--- config.mk ---
export PLATFORM = sky130hd
export DESIGN_NAME = huff_sort_ctrl_flat
export DESIGN_NICKNAME = d
export VERILOG_FILES = /design/src/rtl/huff_pkg.sv /design/src/rtl/huff_sort_ctrl_if.sv /design/src/rtl/huff_sort_ctrl_cmp_swap.sv /design/src/rtl/huff_sort_ctrl.sv /design/src/flat_wrapper.sv
export SDC_FILE = /design/constraint.sdc
export NUM_CORES = 1
export LEC_CHECK = 0
export CAP_MARGIN = 15
export CORE_MARGIN = 3
export CORE_UTILIZATION = 45
export CTS_BUF_LIST = sky130_fd_sc_hd__clkbuf_16
export DETAILED_ROUTE_END_ITERATION = 10
export SYNTH_ARGS = -nofsm -noshare
export SYNTH_HDL_FRONTEND = slang
export SYNTH_HIERARCHICAL = 1
export SYNTH_SLANG_ARGS = --single-unit
--- constraint.sdc ---
create_clock -name CLK -period 6.39 [get_ports CLK]
set_input_delay 0.639 -clock CLK [delete_from_list [all_inputs] [get_ports CLK]]
set_output_delay 0.639 -clock CLK [all_outputs]
set_load 0.1 [all_outputs]
--- src/rtl/huff_pkg.sv ---
// ---------------------------------------------------------------------------
// huff_pkg
// Shared definitions for the Huffman sort controller slice.
//   - NODE_W          : width of one node (weight in the upper nibble,
//                       symbol/id in the lower nibble)
//   - KEY_HI / KEY_LO : bounds of the weight field that decides ordering
//   - state_e         : controller phases (load a frame, sort it, drain it)
//   - node_key()      : extracts the weight field from a node
// ---------------------------------------------------------------------------
package huff_pkg;

  localparam int NODE_W = 8;
  localparam int KEY_HI = 7;
  localparam int KEY_LO = 4;
  localparam int KEY_W  = KEY_HI - KEY_LO + 1;

  typedef enum logic [1:0] {
    ST_LOAD  = 2'd0,
    ST_SORT  = 2'd1,
    ST_DRAIN = 2'd2
  } state_e;

  function automatic logic [KEY_W-1:0] node_key(input logic [NODE_W-1:0] node);
    return node[KEY_HI:KEY_LO];
  endfunction

endpackage

--- src/rtl/huff_sort_ctrl_if.sv ---
// ---------------------------------------------------------------------------
// huff_sort_ctrl_if
// Input and output streaming handshakes of the sort controller.
//   in_valid  : producer has a node on in_data
//   in_ready  : controller accepts a node this cycle
//   in_data   : node entering the frame buffer
//   out_valid : controller presents a sorted node on out_data
//   out_ready : consumer accepts the node this cycle
//   out_data  : sorted node
//   out_last  : out_data is the final node of the frame
// Modports:
//   master : the environment side (drives in_*, out_ready)
//   slave  : the controller side (drives in_ready, out_*)
// ---------------------------------------------------------------------------
interface huff_sort_ctrl_if
  import huff_pkg::*;
#(
  parameter int W = NODE_W
);

  logic         in_valid;
  logic         in_ready;
  logic [W-1:0] in_data;
  logic         out_valid;
  logic         out_ready;
  logic [W-1:0] out_data;
  logic         out_last;

  modport master (
    output in_valid,
    output in_data,
    output out_ready,
    input  in_ready,
    input  out_valid,
    input  out_data,
    input  out_last
  );

  modport slave (
    input  in_valid,
    input  in_data,
    input  out_ready,
    output in_ready,
    output out_valid,
    output out_data,
    output out_last
  );

endinterface

--- src/rtl/huff_sort_ctrl_cmp_swap.sv ---
// ---------------------------------------------------------------------------
// cmp_swap
// Combinational compare-swap on the weight field of two nodes.
//   a, b   : nodes at the lower and upper position of the pair
//   lo, hi : nodes to write back to the lower and upper position
// The pair is exchanged only when a's weight is strictly greater than b's,
// so nodes of equal weight keep their relative order (stable sort). The
// symbol bits travel with their node untouched.
// ---------------------------------------------------------------------------
module cmp_swap
  import huff_pkg::*;
(
  input  logic [NODE_W-1:0] a,
  input  logic [NODE_W-1:0] b,
  output logic [NODE_W-1:0] lo,
  output logic [NODE_W-1:0] hi
);

  logic swap;

  assign swap = node_key(a) > node_key(b);
  assign lo   = swap ? b : a;
  assign hi   = swap ? a : b;

endmodule

--- src/rtl/huff_sort_ctrl.sv ---
// ---------------------------------------------------------------------------
// huff_sort_ctrl
// Collects a frame of N nodes, sorts it ascending by weight with one shared
// compare-swap unit (odd-even transposition, one pair per cycle), then
// streams the sorted frame out.
//   CLK  : clock, all logic on the rising edge
//   RST  : synchronous active-high reset; discards any partial frame
//   bus  : huff_sort_ctrl_if.slave (input and output handshakes)
//   busy : high while sorting or draining
// Parameter N: nodes per frame, even, 2..16.
//
// Phase timing for a frame whose last node is accepted at edge k:
//   SORT runs over edges k+1 .. k+N(N-1)/2 and the final sort edge moves to
//   DRAIN, so out_valid is first seen after edge k+N(N-1)/2. The out_last
//   handshake returns to LOAD on the same edge, so loading and draining
//   never overlap.
// ---------------------------------------------------------------------------
module huff_sort_ctrl
  import huff_pkg::*;
#(
  parameter int N = 8
) (
  input  logic             CLK,
  input  logic             RST,
  huff_sort_ctrl_if.slave  bus,
  output logic             busy
);

  localparam int IW = (N > 1) ? $clog2(N) : 1;
  localparam int PW = IW + 1;

  // With N=2 the odd passes contain no pairs, so a single even pass is the
  // whole sort; otherwise N passes alternate even/odd.
  localparam int LAST_P = (N == 2) ? 0 : N - 1;

  localparam logic [IW-1:0] LAST_IDX    = IW'(N - 1);
  localparam logic [IW-1:0] LAST_J_EVEN = IW'(N / 2 - 1);
  localparam logic [IW-1:0] LAST_J_ODD  = IW'((N > 2) ? (N / 2 - 2) : 0);

  state_e state_q, state_d;

  logic [NODE_W-1:0] node_buf [N];
  logic [IW-1:0]     wi_q;
  logic [IW-1:0]     ri_q;
  logic [IW-1:0]     j_q;
  logic [PW-1:0]     p_q;

  logic [IW-1:0]     idx_lo;
  logic [IW-1:0]     idx_hi;
  logic [NODE_W-1:0] cs_lo;
  logic [NODE_W-1:0] cs_hi;
  logic              pair_last;
  logic              pass_last;
  logic              load_last;
  logic              drain_last;

  // Pair position: even passes start at 0, odd passes at 1, stepping by two.
  assign idx_lo = IW'((int'(j_q) << 1) + int'(p_q[0]));
  assign idx_hi = idx_lo + IW'(1);

  assign pair_last  = p_q[0] ? (j_q == LAST_J_ODD) : (j_q == LAST_J_EVEN);
  assign pass_last  = (p_q == PW'(LAST_P));
  assign load_last  = (wi_q == LAST_IDX);
  assign drain_last = (ri_q == LAST_IDX);

  // One comparator serves every pair; the buffer mux selects which pair.
  cmp_swap u_cmp_swap (
    .a  (node_buf[idx_lo]),
    .b  (node_buf[idx_hi]),
    .lo (cs_lo),
    .hi (cs_hi)
  );

  // -------------------------------------------------------------------------
  // Next-state and output decode
  // -------------------------------------------------------------------------
  always_comb begin
    // NOTE: every output of this block gets a default before the case, so no
    // path can leave one unassigned and infer a latch.
    state_d       = state_q;
    bus.in_ready  = 1'b0;
    bus.out_valid = 1'b0;
    bus.out_data  = '0;
    bus.out_last  = 1'b0;
    busy          = 1'b0;

    unique case (state_q)
      ST_LOAD: begin
        bus.in_ready = 1'b1;
        if (bus.in_valid && load_last) begin
          state_d = ST_SORT;
        end
      end

      ST_SORT: begin
        busy = 1'b1;
        if (pair_last && pass_last) begin
          state_d = ST_DRAIN;
        end
      end

      ST_DRAIN: begin
        busy          = 1'b1;
        bus.out_valid = 1'b1;
        bus.out_data  = node_buf[ri_q];
        bus.out_last  = drain_last;
        if (bus.out_ready && drain_last) begin
          state_d = ST_LOAD;
        end
      end

      default: begin
        state_d = ST_LOAD;
      end
    endcase
  end

  // -------------------------------------------------------------------------
  // State register, indices and frame buffer
  // -------------------------------------------------------------------------
  always_ff @(posedge CLK) begin
    if (RST) begin
      state_q <= ST_LOAD;
      wi_q    <= '0;
      ri_q    <= '0;
      j_q     <= '0;
      p_q     <= '0;
      // NOTE: the buffer is a register array, not a RAM, and is cleared on
      // reset so that nothing from an aborted frame can reach the output.
      for (int k = 0; k < N; k++) begin
        node_buf[k] <= '0;
      end
    end else begin
      // NOTE: non-blocking assignments throughout, so the compare-swap reads
      // the pair as it stood before this edge and writes both halves back
      // together.
      state_q <= state_d;

      unique case (state_q)
        ST_LOAD: begin
          if (bus.in_valid) begin
            node_buf[wi_q] <= bus.in_data;
            if (load_last) begin
              wi_q <= '0;
              p_q  <= '0;
              j_q  <= '0;
            end else begin
              wi_q <= wi_q + IW'(1);
            end
          end
        end

        ST_SORT: begin
          node_buf[idx_lo] <= cs_lo;
          node_buf[idx_hi] <= cs_hi;
          if (pair_last) begin
            j_q <= '0;
            if (pass_last) begin
              p_q  <= '0;
              ri_q <= '0;
            end else begin
              p_q <= p_q + PW'(1);
            end
          end else begin
            j_q <= j_q + IW'(1);
          end
        end

        ST_DRAIN: begin
          // ri only moves on a handshake, which keeps out_data steady while
          // the consumer stalls.
          if (bus.out_ready) begin
            ri_q <= drain_last ? '0 : ri_q + IW'(1);
          end
        end

        default: begin
        end
      endcase
    end
  end

endmodule

--- src/flat_wrapper.sv ---
// flat-port wrapper written by rule: the top's interface ports become plain ports
module huff_sort_ctrl_flat import huff_pkg::*;
#(
  parameter int N = 8
)
  (CLK, RST, busy, bus_in_valid, bus_in_data, bus_out_ready, bus_in_ready, bus_out_valid, bus_out_data, bus_out_last);
  huff_sort_ctrl_if #(.W(8)) bus_i ();
  input  logic CLK;
  input  logic RST;
  output logic busy;
  input wire logic [$bits(bus_i.in_valid)-1:0] bus_in_valid;
  input wire logic [$bits(bus_i.in_data)-1:0] bus_in_data;
  input wire logic [$bits(bus_i.out_ready)-1:0] bus_out_ready;
  output wire logic [$bits(bus_i.in_ready)-1:0] bus_in_ready;
  output wire logic [$bits(bus_i.out_valid)-1:0] bus_out_valid;
  output wire logic [$bits(bus_i.out_data)-1:0] bus_out_data;
  output wire logic [$bits(bus_i.out_last)-1:0] bus_out_last;
  assign bus_i.in_valid = bus_in_valid;
  assign bus_i.in_data = bus_in_data;
  assign bus_i.out_ready = bus_out_ready;
  assign bus_in_ready = bus_i.in_ready;
  assign bus_out_valid = bus_i.out_valid;
  assign bus_out_data = bus_i.out_data;
  assign bus_out_last = bus_i.out_last;
  huff_sort_ctrl #(.N(N)) u_core (.CLK(CLK), .RST(RST), .bus(bus_i), .busy(busy));
endmodule
==> qor.yml <==
synth_most_common_cell: "nand2_1"
syn-cell-area_um2: 5713
worstSetupPathType: "reg -> reg"
fp.dieW_um: 118.7
antenna_found_initial: 0
cp_cell_sequence: "buf_4, mux4_2, nand2_1, nand2_1, ha_1, and4_2, a21oi_4, mux2_2, mux2i_1, o21ai_0"
ir_drop_v: 0.0001304
rsz0062_at_grt: "no"
yosysTopAreaCellShare: 0.3364
tightest_slew_ns: 1.047
cp_num_buf_inv: 1
htree_levels: 3
routedWlPerCell_um: 24.39
via_per_inst: 6.381
cap_viol_max_count: 0
yosysSeqAreaShare: 0.3995
clock_latency_ns: 0.35
crit_cells: 10
ant_nets: 0
yosysWarningCount: 6
cts_made_buffers: 9
hold_class: "reg -> reg"
cts_resized: 0
tns_ns: 0
gp_congestion: 0.8734
slew_headroom: 0.2996
setup_viol: 0
gr-usage-all-layers: 0.2438
r2r_slack_ns: 2.21
drive_gt1_frac: 0.2103
port_buffers: 23
cpLargestDelayFamily: "multiplexers"
end_kind: "flip-flop"
fmax_ghz: 0.2394
powerDensity_nw_per_um2: 201.8
ys_top_cells_by_count: "nand2_1 (112), o21ai_0 (73), edfxtp_1 (64)"
synth_edf_count: 64
cp-startpoint: "u_core/p_q[0]$_SDFFE_PP0P_"
ys_types: 45
required_ns: 6.46
diodes: 0
fin_crit_sh: 0.6537
r2r_end: "u_core/node_buf[6][1]$_DFFE_PP_"
period_minus_slack_ns: 4.177
drc: 0
maxSlewViolCount: 0
grt_max_degree: 45
ys_ff_latch: 82
seqCellArea_um2: 2283
grt_use_met2: 0.3865
cp-start-kind: "flip-flop"
crit_end: "u_core/node_buf[6][1]$_DFFE_PP_"
crit_top_cell: "nand2_1"
synthArstFlopShare: 0
power_leakage_nw: 2.150
r2r_cells: 10
grt_overflow_total: 0
cts_tree: "done"
die_y_um: 118.7
synth.avg_cell_area_um2: 11.18
synthTopCellsByArea: "edfxtp_1 (34%), mux4_2 (19%), nand2_1 (7.4%)"
num_io_pins: 24
multiInputGateArea_um2: 3249
start_util: 0.4678
cts_buffer_depth: 2
status: "finished clean"
cp_max_fo: 44
nNetsFinal: 547
hold_viol: 0
ys.flop_type: "edfxtp_1"
gr-usage-met3: 0.03923
met1_usage: 0.3284
syn-instance-count: 511
critPathMaxStageDelay_ns: 0.59
grt_pass1_wl_um: 25740
place_area_um2: 6071
r2r-start: "u_core/p_q[0]$_SDFFE_PP0P_"
root_buffer: "clkbuf_16"
yosysTopAreaCell: "edfxtp_1"
syn_to_final_growth_pct: 11.24
vias: 4409
crit_slowest_cell: "mux4_2"
cts.hold.buffers_added: 0
drtIter0Drc: 511
min_path_cells: 2
rows: 40
final_design_area_no_fill_um2: 6355
grt_most_used_layer: "met2"
core_area_um2: 12210
cts.sinks: 82
holdWs_ns: 0.4967
dp_hpwl_um: 10490
clkTransAtPathRegs_ns: 0.06
fillers: 1105
grt_pass1_vias: 4254
dieArea_um2: 14080
syn-num-nets: 539
fin_skew_ns: 0.009625
firstDrtPassIters: 5
cts_setup_buffers: 0
drt-total-wl_um: 16850
crit_arrival_ns: 4.25
worst reg2reg max path, stage by stage, from the launching register on:
cell and delay (ns):
dfxtp_2 0.32, buf_4 0.54, mux4_2 0.63, nand2_1 0.08
nand2_1 0.11, ha_1 0.30, and4_2 0.26, a21oi_4 0.55
mux2_2 0.43, mux2i_1 0.48, o21ai_0 0.21
flip-flops by register name (all words and copies together) (netlist names), named ones only:
| register | flops |
|---|---|
| u_core/wi_q | 3 |
| u_core/state_q | 2 |
| u_core/ri_q | 3 |
| u_core/j_q | 3 |
| u_core/node_buf | 64 |
| u_core/p_q | 4 |
stage by stage:
stage,utilization,instances,total power [mW],setup WS [ns]
2_1_floorplan,-,511,0.7371,2.796
3_3_place_gp,0.4971,676,0.7714,2.360
3_5_place_dp,0.4971,676,0.7750,2.258
4_1_cts,0.5204,691,1.288,2.242
5_1_grt,0.5204,691,1.320,1.982
6_report,0.5204,691,1.282,2.213
final cells by class:
class / count / area share
Clock buffer: 9 / 0.03544
Sequential cell: 82 / 0.3593
Timing Repair Buffer: 32 / 0.04686
Multi-Input combinational cell: 386 / 0.5113
Tap cell: 168 / 0.03308
Clock inverter: 6 / 0.009254
Inverter: 8 / 0.004725
where the power goes:
part / internal, mW / switching, mW / leakage (nW) / total, mW
combinational: 0.0712 / 0.0864 / 1.20 / 0.158
clock: 0.298 / 0.216 / 0.145 / 0.514
sequential: 0.595 / 0.0153 / 0.809 / 0.610
worst min-delay path by stage:
| stage | startpoint | to | slack, ns |
|---|---|---|---|
| floorplan | u_core/p_q[3]$_SDFFE_PP0P_ | u_core/p_q[3]$_SDFFE_PP0P_ | 0.45 |
| global placement | u_core/j_q[2]$_SDFFE_PP0P_ | u_core/j_q[2]$_SDFFE_PP0P_ | 0.48 |
| detailed placement | u_core/p_q[3]$_SDFFE_PP0P_ | u_core/p_q[3]$_SDFFE_PP0P_ | 0.49 |
| CTS | u_core/p_q[3]$_SDFFE_PP0P_ | u_core/p_q[3]$_SDFFE_PP0P_ | 0.50 |
| global route | u_core/p_q[2]$_SDFFE_PP0P_ | u_core/p_q[2]$_SDFFE_PP0P_ | 0.52 |
| finish | u_core/state_q[1]$_SDFFE_PP0P_ | u_core/state_q[1]$_SDFFE_PP0P_ | 0.50 |
cells in the final DEF (no fill, tap or decap), drive strengths merged, types with 3 or more instances in the layout:
master and n:
a21oi 14, edfxtp 64, clkbuf 9, buf 9, mux2i 21, dfxtp 18
nand3 4, mux2 24, ha 16, nor4b 3, nor2b 11, inv 8
nand2b 7, nor2 18, o21ai 73, clkdlybuf4s50 23, mux4 48, clkinv 5
a31o 3, nand4b 6, nand2 112
layer usage:
metal  vias up  part of all wire
met2       221              0.48
met1      2213              0.42
li1       1936                 -
met5         -                 0
met3        39             0.064
met4         0             0.034
kinds of logic (layout without fill, tap and decap cells):
family	Yosys count	count (layout)	synth area share
adders and majority gates	16	16	0.03504
buffers and inverters	43	55	0.03439
and+or+nand+nor	176	176	0.1524
DFF	82	82	0.3995
xor gates and xnor gates	2	2	0.003067
AOI/OAI and AO/OA	99	99	0.09571
muxes	93	93	0.2799
Power figures use the tool's default switching activity.
